File: src/rtl/wb_cdb_arbiter_if.sv
// Writeback/CDB bundle for wb_cdb_arbiter: N_SRC source result ports, flush request and the broadcast bus.
// The arbiter takes the slave view; execution units and ROB/PRF/RS take the master view.
package wb_cdb_pkg;
    localparam int ROB_W   = 6;
    localparam int PHYS_W  = 7;
    localparam int EPOCH_W = 2;
endpackage

interface wb_cdb_arbiter_if #(parameter int N_SRC = 3);
    import wb_cdb_pkg::*;

    logic [N_SRC-1:0]          src_valid;
    logic [N_SRC-1:0]          src_ready;
    logic [N_SRC*32-1:0]       src_pc;
    logic [N_SRC-1:0]          src_uses_rd;
    logic [N_SRC*ROB_W-1:0]    src_rob_idx;
    logic [N_SRC*PHYS_W-1:0]   src_prd_new;
    logic [N_SRC*EPOCH_W-1:0]  src_epoch;
    logic [N_SRC*32-1:0]       src_data;

    logic                      flush_valid;
    logic [EPOCH_W-1:0]        flush_epoch;

    logic                      cdb_valid;
    logic                      cdb_ready;
    logic [31:0]               cdb_pc;
    logic                      cdb_uses_rd;
    logic [ROB_W-1:0]          cdb_rob_idx;
    logic [PHYS_W-1:0]         cdb_prd_new;
    logic [EPOCH_W-1:0]        cdb_epoch;
    logic [31:0]               cdb_data;

    modport slave (
        input  src_valid, src_pc, src_uses_rd, src_rob_idx, src_prd_new, src_epoch, src_data,
        output src_ready,
        input  flush_valid, flush_epoch,
        output cdb_valid, cdb_pc, cdb_uses_rd, cdb_rob_idx, cdb_prd_new, cdb_epoch, cdb_data,
        input  cdb_ready
    );

    modport master (
        output src_valid, src_pc, src_uses_rd, src_rob_idx, src_prd_new, src_epoch, src_data,
        input  src_ready,
        output flush_valid, flush_epoch,
        input  cdb_valid, cdb_pc, cdb_uses_rd, cdb_rob_idx, cdb_prd_new, cdb_epoch, cdb_data,
        output cdb_ready
    );
endinterface

File: src/rtl/wb_cdb_arbiter.sv
// Round-robin writeback arbiter into a registered CDB; squashed-epoch results are drained and dropped.
// Optional `WB_CDB_DROP_CNT_EN adds a saturating drop_cnt output counting discarded results.
module wb_cdb_arbiter
    import wb_cdb_pkg::*;
#(
    parameter int N_SRC = 3
) (
    input  logic clk,
    input  logic rst_n,
`ifdef WB_CDB_DROP_CNT_EN
    output logic [15:0] drop_cnt,
`endif
    wb_cdb_arbiter_if.slave bus
);

    localparam int PTR_W = (N_SRC > 1) ? $clog2(N_SRC) : 1;

    logic [EPOCH_W-1:0] cur_epoch_q;
    logic [PTR_W-1:0]   rr_ptr_q;
    logic               out_vld_q;

    logic [N_SRC-1:0]   stale;
    logic [N_SRC-1:0]   live;
    logic               out_free;
    logic               grant_vld;
    logic [PTR_W-1:0]   grant_idx;
    logic [PTR_W:0]     idx_sum;
    logic [PTR_W-1:0]   rr_next;

    logic [31:0]        sel_pc;
    logic               sel_uses_rd;
    logic [ROB_W-1:0]   sel_rob_idx;
    logic [PHYS_W-1:0]  sel_prd_new;
    logic [EPOCH_W-1:0] sel_epoch;
    logic [31:0]        sel_data;

    always_comb begin
        stale = '0;
        live  = '0;
        for (int i = 0; i < N_SRC; i++) begin
            stale[i] = bus.src_valid[i] && (bus.src_epoch[i*EPOCH_W +: EPOCH_W] != cur_epoch_q);
            live[i]  = bus.src_valid[i] && !stale[i];
        end
    end

    // Search starts at the round-robin pointer; sum is one bit wider so the wrap is a single subtract.
    always_comb begin
        out_free  = !out_vld_q || bus.cdb_ready;
        grant_vld = 1'b0;
        grant_idx = '0;
        idx_sum   = '0;
        if (out_free && !bus.flush_valid) begin
            for (int k = 0; k < N_SRC; k++) begin
                idx_sum = {1'b0, rr_ptr_q} + (PTR_W+1)'(k);
                if (idx_sum >= (PTR_W+1)'(N_SRC))
                    idx_sum = idx_sum - (PTR_W+1)'(N_SRC);
                if (!grant_vld && live[idx_sum[PTR_W-1:0]]) begin
                    grant_vld = 1'b1;
                    grant_idx = idx_sum[PTR_W-1:0];
                end
            end
        end
    end

    assign rr_next = (grant_idx == PTR_W'(N_SRC-1)) ? '0 : grant_idx + 1'b1;

    always_comb begin
        sel_pc      = '0;
        sel_uses_rd = 1'b0;
        sel_rob_idx = '0;
        sel_prd_new = '0;
        sel_epoch   = '0;
        sel_data    = '0;
        for (int i = 0; i < N_SRC; i++) begin
            if (grant_idx == PTR_W'(i)) begin
                sel_pc      = bus.src_pc[i*32 +: 32];
                sel_uses_rd = bus.src_uses_rd[i];
                sel_rob_idx = bus.src_rob_idx[i*ROB_W +: ROB_W];
                sel_prd_new = bus.src_prd_new[i*PHYS_W +: PHYS_W];
                sel_epoch   = bus.src_epoch[i*EPOCH_W +: EPOCH_W];
                sel_data    = bus.src_data[i*32 +: 32];
            end
        end
    end

    // Stale results are accepted unconditionally so a squashed unit never blocks behind the CDB.
    always_comb begin
        bus.src_ready = '0;
        if (rst_n && !bus.flush_valid) begin
            bus.src_ready = stale;
            if (grant_vld)
                bus.src_ready[grant_idx] = 1'b1;
        end
    end

    always_ff @(posedge clk or negedge rst_n) begin
        if (!rst_n) begin
            cur_epoch_q     <= '0;
            rr_ptr_q        <= '0;
            out_vld_q       <= 1'b0;
            bus.cdb_pc      <= '0;
            bus.cdb_uses_rd <= 1'b0;
            bus.cdb_rob_idx <= '0;
            bus.cdb_prd_new <= '0;
            bus.cdb_epoch   <= '0;
            bus.cdb_data    <= '0;
        end else if (bus.flush_valid) begin
            cur_epoch_q <= bus.flush_epoch;
            out_vld_q   <= 1'b0;
        end else if (grant_vld) begin
            out_vld_q       <= 1'b1;
            rr_ptr_q        <= rr_next;
            bus.cdb_pc      <= sel_pc;
            bus.cdb_uses_rd <= sel_uses_rd;
            bus.cdb_rob_idx <= sel_rob_idx;
            bus.cdb_prd_new <= sel_prd_new;
            bus.cdb_epoch   <= sel_epoch;
            bus.cdb_data    <= sel_data;
        end else if (bus.cdb_ready) begin
            out_vld_q <= 1'b0;
        end
    end

    assign bus.cdb_valid = out_vld_q;

`ifdef WB_CDB_DROP_CNT_EN
    logic [PTR_W:0] drop_inc;
    logic [16:0]    drop_sum;

    // A flush drops at most the held entry; stale handshakes cannot happen in a flush cycle.
    always_comb begin
        drop_inc = '0;
        if (bus.flush_valid) begin
            drop_inc = {{PTR_W{1'b0}}, out_vld_q};
        end else begin
            for (int i = 0; i < N_SRC; i++)
                drop_inc = drop_inc + {{PTR_W{1'b0}}, stale[i]};
        end
        drop_sum = {1'b0, drop_cnt} + 17'(drop_inc);
    end

    always_ff @(posedge clk or negedge rst_n) begin
        if (!rst_n)
            drop_cnt <= '0;
        else
            drop_cnt <= drop_sum[16] ? 16'hFFFF : drop_sum[15:0];
    end
`endif

endmodule

File: src/flat_wrapper.sv
// flat-port wrapper written by rule: the top's interface ports become plain ports
module wb_cdb_arbiter_flat import wb_cdb_pkg::*;
#(
    parameter int N_SRC = 3
)
  (clk, rst_n, bus_src_valid, bus_src_pc, bus_src_uses_rd, bus_src_rob_idx, bus_src_prd_new, bus_src_epoch, bus_src_data, bus_src_ready, bus_flush_valid, bus_flush_epoch, bus_cdb_valid, bus_cdb_pc, bus_cdb_uses_rd, bus_cdb_rob_idx, bus_cdb_prd_new, bus_cdb_epoch, bus_cdb_data, bus_cdb_ready);
  wb_cdb_arbiter_if #(.N_SRC(N_SRC)) bus_i ();
  input  logic clk;
  input  logic rst_n;
  input wire logic [$bits(bus_i.src_valid)-1:0] bus_src_valid;
  input wire logic [$bits(bus_i.src_pc)-1:0] bus_src_pc;
  input wire logic [$bits(bus_i.src_uses_rd)-1:0] bus_src_uses_rd;
  input wire logic [$bits(bus_i.src_rob_idx)-1:0] bus_src_rob_idx;
  input wire logic [$bits(bus_i.src_prd_new)-1:0] bus_src_prd_new;
  input wire logic [$bits(bus_i.src_epoch)-1:0] bus_src_epoch;
  input wire logic [$bits(bus_i.src_data)-1:0] bus_src_data;
  output wire logic [$bits(bus_i.src_ready)-1:0] bus_src_ready;
  input wire logic [$bits(bus_i.flush_valid)-1:0] bus_flush_valid;
  input wire logic [$bits(bus_i.flush_epoch)-1:0] bus_flush_epoch;
  output wire logic [$bits(bus_i.cdb_valid)-1:0] bus_cdb_valid;
  output wire logic [$bits(bus_i.cdb_pc)-1:0] bus_cdb_pc;
  output wire logic [$bits(bus_i.cdb_uses_rd)-1:0] bus_cdb_uses_rd;
  output wire logic [$bits(bus_i.cdb_rob_idx)-1:0] bus_cdb_rob_idx;
  output wire logic [$bits(bus_i.cdb_prd_new)-1:0] bus_cdb_prd_new;
  output wire logic [$bits(bus_i.cdb_epoch)-1:0] bus_cdb_epoch;
  output wire logic [$bits(bus_i.cdb_data)-1:0] bus_cdb_data;
  input wire logic [$bits(bus_i.cdb_ready)-1:0] bus_cdb_ready;
  assign bus_i.src_valid = bus_src_valid;
  assign bus_i.src_pc = bus_src_pc;
  assign bus_i.src_uses_rd = bus_src_uses_rd;
  assign bus_i.src_rob_idx = bus_src_rob_idx;
  assign bus_i.src_prd_new = bus_src_prd_new;
  assign bus_i.src_epoch = bus_src_epoch;
  assign bus_i.src_data = bus_src_data;
  assign bus_src_ready = bus_i.src_ready;
  assign bus_i.flush_valid = bus_flush_valid;
  assign bus_i.flush_epoch = bus_flush_epoch;
  assign bus_cdb_valid = bus_i.cdb_valid;
  assign bus_cdb_pc = bus_i.cdb_pc;
  assign bus_cdb_uses_rd = bus_i.cdb_uses_rd;
  assign bus_cdb_rob_idx = bus_i.cdb_rob_idx;
  assign bus_cdb_prd_new = bus_i.cdb_prd_new;
  assign bus_cdb_epoch = bus_i.cdb_epoch;
  assign bus_cdb_data = bus_i.cdb_data;
  assign bus_i.cdb_ready = bus_cdb_ready;
  wb_cdb_arbiter #(.N_SRC(N_SRC)) u_core (.clk(clk), .rst_n(rst_n), .bus(bus_i));
endmodule
File: config.mk
export PLATFORM = sky130hd
export DESIGN_NAME = wb_cdb_arbiter_flat
export DESIGN_NICKNAME = d
export VERILOG_FILES = /design/src/rtl/wb_cdb_arbiter_if.sv /design/src/rtl/wb_cdb_arbiter.sv /design/src/flat_wrapper.sv
export SDC_FILE = /design/constraint.sdc
export NUM_CORES = 1
export LEC_CHECK = 0
export ABC_CLOCK_PERIOD_IN_PS = 8300
export CORE_AREA = 4 4 129 131
export DETAILED_ROUTE_END_ITERATION = 12
export DIE_AREA = 0 0 133 135
export GPL_TIMING_DRIVEN = 0
export PLACE_DENSITY = 0.79
export RECOVER_POWER = 100
export SYNTH_ARGS = -nofsm -noshare
export SYNTH_HDL_FRONTEND = slang
export SYNTH_SLANG_ARGS = --single-unit
File: constraint.sdc
create_clock -name clk -period 8.3 [get_ports clk]
set_input_delay 2.075 -clock clk [delete_from_list [all_inputs] [get_ports clk]]
set_output_delay 2.075 -clock clk [all_outputs]
set_load 0.01 [all_outputs]
==> impl_metrics.tcl, run 1 <==
set metrics [dict create \
    whs_ps 471 \
    finalSetupViolCount 0 \
    crit_path_top_delay_cell "dlygate4sd3_1" \
    clock-sinks 85 \
    ys_seq_area_frac 0.468 \
    synthAdderAreaFrac 0.00551 \
    fmax_mhz 135 \
    grt_pass1_wl_microns 32500 \
    area_growth_pct 85.4 \
    htreeDepth 3 \
    rsz0062_at_grt "false" \
    cts_tree "done" \
    synth_xor_area_frac 0.0116 \
    die_w_microns 133 \
    stdcell_area_sq_mm 0.00842 \
    synth_compound_area_frac 0.347 \
    period_needed_ps 7410 \
    hold_violations 0 \
    cpLargestDelayFamily "buffers and inverters" \
    place_area_sq_mm 0.00816 \
    synth_commonest_cells "dfrtp_1, nand2_1, o21ai_1, o22ai_1, o21ai_0" \
    routed_wl_microns 21700 \
    path_clk_slew_ps 60 \
    finalMaxSlewViolations 39 \
    wl_per_cell_microns 20.1 \
    dp.cells 1062 \
    startpoint_type "input pin" \
    holdCritStartpoint "u_core.bus.cdb_pc[22]" \
    synth_top_family_by_area "compound AO/OA/AOI/OAI gates" \
    clk_latency_ps 340 \
    core_area_sq_mm 0.0156 \
    critical_path_class "in -> out" \
    synth_cells 513 \
    dp_hpwl_microns 16800 \
    seq_area_sq_mm 0.00213 \
    num_vias 5383 \
    grt_start_max_net_pins 50 \
    gp_congestion 0.900 \
    clock_skew_ps 6.75 \
    syn_area_sq_mm 0.00454 \
    synth-simple-area-share 0.0975 \
    io_pins 333 \
    grt_overflow 0 \
    antenna_left 0 \
    drtPass1Iterations 4 \
    crit_path_cell_trace "dlygate4sd3_1 > xnor2_1 > nand3_1 > a2111oi_0 > nand2_1 > buf_2 > clkbuf_1 > a21oi_1 > clkdlybuf4s50_1" \
    synth_top_area_share 0.468 \
    rows 46 \
    cts_root_buffer "clkbuf_16" \
    required_ps 6230 \
    switching_share 0.371 \
    nNetsFinal 1108 \
    p_comb_frac 0.483 \
    synth-edff-count 0 \
    post_cts_buffers 0 \
    p_int_mw 1.42 \
    io_buffers 332 \
    netlist_top_cells_area "dfrtp_1, o21ai_1, o22ai_1" \
    routed_via_density 4.99 \
    maxCapViolCount 1 \
    critPathMaxFanout 10 \
    avgSynthCellArea_sq_um 8.86 \
    grt_pass1_vias 5635 \
    p_per_area_mw_per_mm2 268 \
    p_clk_frac 0.210 \
    drive_gt1_frac 0.0510 \
    nFillCells 1466 \
    status "finished, violations left" \
    final_util 0.540 \
    netSwitchingPower_mw 0.837 \
    cp-end-kind "primary output" \
    antenna_found_initial 0 \
    drtIter0Drc 281 \
    ys.flop_type "dfrtp_1" \
    die_y_microns 135 \
    rr_startpoint "u_core.cur_epoch_q[0]" \
    cts_resized 0 \
    cts_buffers 9 \
    max_slew_margin -0.440 \
    initial_core_util 0.291 \
    hold_class "reg -> reg" \
    violations "capacitance limit, slew limit" \
    p_total_mw 2.25 \
    yosys-mux-area-fraction 0.00496 \
    yosys_warnings 0 \
    n_antenna_cell 0 \
    multi_input_area_sq_mm 0.00208 \
    grt_use_total 0.236 \
    p_leak_nw 3.40 \
    fin_crit_sh 0.893 \
    crit_arrival_ps 5340 \
    synth_area_leader_cell "dfrtp_1" \
    die_area_sq_mm 0.0180 \
    cp_num_buf_inv 4 \
    synth_fp_nets 764 \
    vdd_drop_max_mv 0.116 \
    cts.path.max_buffers 2 \
    p_seq_frac 0.308 \
    tightestPinTransition_ps 2160 \
    ys_ff_latch 85 \
    drc 0 \
    cts_hold_buf 0 \
    setup.worst_path.start "bus_src_epoch[2]" \
    max_stage_delay_ps 570 \
    synth_cell_types 39 \
    stdcell_count 1078 \
    async_flop_share 1.00 \
]
## metrics by stage
stage	setup TNS, ps	setup WS, ps
after CTS	0	1070
after global routing	0	687
after floorplan	0	2560
final	0	889
after detailed placement	0	1090
after global placement	-1700	-613
## registers in the layout, summed over array words and instances, names as in the netlist
signal                  count
u_core.bus.cdb_data        32
u_core.bus.cdb_pc          32
u_core.bus.cdb_prd_new      7
u_core.bus.cdb_rob_idx      6
u_core.bus.cdb_epoch        2
u_core.cur_epoch_q          2
u_core.rr_ptr_q             2
u_core.bus.cdb_uses_rd      1
u_core.bus.cdb_valid        1
## power groups by stage
stage          clock network (mW)  logic [mW]  registers (mW)
4_1_cts                     0.478        1.21           0.703
6_report                    0.473        1.09           0.693
3_3_place_gp                    0        1.19           0.699
2_1_floorplan                   0       0.444           0.784
3_5_place_dp                    0        1.20           0.709
5_1_grt                     0.492        1.19           0.719
## layout by cell type, fill, tap and decap left out, types with 2 or more instances in the layout
cell type / n
dlygate4sd3_1: 83
o22ai_1: 55
o221ai_1: 24
bufinv_16: 3
nor2_1: 6
clkbuf_16: 9
xnor2_1: 6
clkdlybuf4s50_1: 248
dfrtp_1: 85
inv_1: 8
mux2_2: 2
clkbuf_1: 25
nand2_1: 85
nand3_1: 3
a21oi_1: 31
nand2b_1: 3
o21ai_0: 122
clkinv_2: 3
nand4_1: 4
ha_1: 2
and3_1: 4
buf_2: 10
o21ai_1: 13
buf_6: 9
## cell type report
type                       instances  share of cell area
timing repair buffer             333               0.395
multi-input combinational        375               0.247
clock buffer                       9              0.0267
sequential                        85               0.253
tap                              216              0.0321
inverter                           8             0.00357
buffer                            45              0.0300
clock inverter                     7              0.0135
## worst paths after layout
path | slack [ps] | to | cells past startpoint
max reg2reg | 4690 | u_core.bus.cdb_pc[5] | 7
max | 890 | bus_src_ready[1] | 9
min in group asynchronous | 1740 | u_core.bus.cdb_pc[1] | 1
max in group asynchronous | 4110 | u_core.bus.cdb_pc[20] | 2
min | 470 | u_core.bus.cdb_pc[22] | 2
min reg2reg | 470 | u_core.bus.cdb_pc[22] | 2
## layer usage
metal,share of wire,track usage
met1,0.40,0.286
met2,0.50,0.411
met3,0.078,0.0592
met4,0.019,0.0762
met5,0,0
## worst reg2reg max path, stage by stage, from the launching register on
cell	delay, ps
dfrtp_1	440
xnor2_1	460
nand4_1	150
a311o_1	400
a21oi_1	1020
clkbuf_1	600
o221ai_1	260
o21ai_0	200
## cell families (layout without fill, tap and decap cells)
| kind of cell | count (synthesis) | in the layout |
|---|---|---|
| adders and majority gates | 2 | 2 |
| buffers and inverters | 53 | 402 |
| DFF | 85 | 85 |
| xor gates and xnor gates | 6 | 6 |
| and+or+nand+nor | 107 | 107 |
| AOI/OAI and AO/OA | 258 | 258 |
| muxes | 2 | 2 |
(Power assumes the default switching activity.)
==> inputs of run 2 (changes only) <==
SLEW_MARGIN = 30   (was unset)
==> run 2 against run 1 <==
Effect of this change:
- the run still ends with capacitance limit, slew limit left
- count of clock-buffer cells in the layout unchanged
- first-iteration DRC count up 22%
- via count grew 2.0%
- routed wire length up 0.73%
- clock skew down 1.9 ps
- global-route usage grew 0.11 points
- sequential power barely moved
==> impl_metrics.tcl, run 2 (synthesis results as in run 1) <==
set metrics [dict create \
    whs_ps 470 \
    tightestPinTransition_ps 2150 \
    crit_arrival_ps 5410 \
    violations "capacitance limit, slew limit" \
    antenna_left 0 \
    clk_latency_ps 350 \
    routed_wl_microns 21800 \
    post_cts_buffers 0 \
    drtPass1Iterations 5 \
    cts_resized 0 \
    required_ps 6230 \
    rows 46 \
    drive_gt1_frac 0.0521 \
    path_clk_slew_ps 70 \
    initial_core_util 0.291 \
    fin_crit_sh 0.902 \
    io_pins 333 \
    grt_use_total 0.237 \
    cts_tree "done" \
    finalMaxSlewViolations 39 \
    routed_via_density 5.09 \
    cts_root_buffer "clkbuf_16" \
    startpoint_type "input pin" \
    reg_top3 "u_core.bus.cdb_data x32, u_core.bus.cdb_pc x32, u_core.bus.cdb_prd_new x7" \
    fin_ws_ps 816 \
    hold_class "reg -> reg" \
    critPathMaxFanout 10 \
    clock_skew_ps 4.90 \
    cp-end-kind "primary output" \
    stdcell_count 1079 \
    die_area_sq_mm 0.0180 \
    period_needed_ps 7480 \
    hold_violations 0 \
    critical_path_class "in -> out" \
    nNetsFinal 1109 \
    finalSetupViolCount 0 \
    grt_overflow 0 \
    core_area_sq_mm 0.0156 \
    die_y_microns 135 \
    vdd_drop_max_mv 0.135 \
    antenna_found_initial 0 \
    drc 0 \
    reg2reg_depth 7 \
    htreeDepth 3 \
    die_w_microns 133 \
    final_common_cell "clkdlybuf4s50_1" \
    num_vias 5492 \
    drtIter0Drc 344 \
    p_per_area_mw_per_mm2 267 \
    cts_hold_buf 0 \
    dp.cells 1063 \
    hold_depth 2 \
    area_growth_pct 85.6 \
    gp_congestion 0.900 \
    grt_pass1_wl_microns 32600 \
    n_antenna_cell 0 \
    place_ws_ps 1260 \
    finalSetupTns_ps 0 \
    p_total_mw 2.26 \
    cts.path.max_buffers 2 \
    io_buffers 332 \
    maxCapViolCount 1 \
    rsz0062_at_grt "false" \
    wl_per_cell_microns 20.2 \
    p_leak_nw 3.41 \
    status "finished, violations left" \
    clock-sinks 85 \
    nFillCells 1475 \
    grt_start_max_net_pins 50 \
    cts_buffers 9 \
    max_slew_margin -0.433 \
    grt_pass1_vias 5699 \
    dp_hpwl_microns 16900 \
    fmax_mhz 134 \
    most-common-layout-cells "clkdlybuf4s50_1, o21ai_0, nand2_1, dfrtp_1, dlygate4sd3_1" \
]
-- run 2: power by group --
part	internal [mW]	leakage (nW)	switching, mW
clock network	0.293	0.169	0.177
registers	0.601	1.06	0.0926
logic	0.523	2.17	0.570
-- run 2: worst max-delay path, stage by stage --
cell	delay, ps
dlygate4sd3_1	580
xnor2_1	440
nand4_1	280
and3_1	280
nand2_1	80
buf_2	350
clkbuf_1	630
a21oi_1	150
clkdlybuf4s50_1	520
-- run 2: final timing paths --
path	slack (ps)	from	endpoint
max in group asynchronous	4270	rst_n	u_core.bus.cdb_pc[20]
max	820	bus_src_epoch[0]	bus_src_ready[1]
min	470	u_core.bus.cdb_pc[1]	u_core.bus.cdb_pc[1]
min in group asynchronous	1650	rst_n	u_core.bus.cdb_pc[1]
min reg2reg	470	u_core.bus.cdb_pc[1]	u_core.bus.cdb_pc[1]
max reg2reg	4690	u_core.cur_epoch_q[0]	u_core.bus.cdb_pc[2]
-- run 2: through the flow --
step | utilization | cell area (sq um)
2_1_floorplan | - | 4540
3_3_place_gp | 0.522 | 8140
3_5_place_dp | 0.524 | 8170
4_1_cts | 0.546 | 8510
5_1_grt | 0.541 | 8440
6_report | 0.541 | 8440
-- run 2: area by class of cell --
cell class	instances	area [sq um]	share of cell area
timing repair buffer	334	3330	0.395
clock inverter	7	114	0.0135
buffer	45	253	0.0300
tap	216	270	0.0320
sequential	85	2130	0.252
inverter	8	30.0	0.00356
multi-input combinational	375	2080	0.247
clock buffer	9	225	0.0267
-- run 2: routing by layer --
metal / global-route usage / vias up / part of all wire
li1: - / 2603 / -
met1: 0.286 / 2618 / 0.40
met2: 0.409 / 240 / 0.50
met3: 0.0693 / 31 / 0.078
met4: 0.0733 / 0 / 0.020
met5: 0 / - / 0
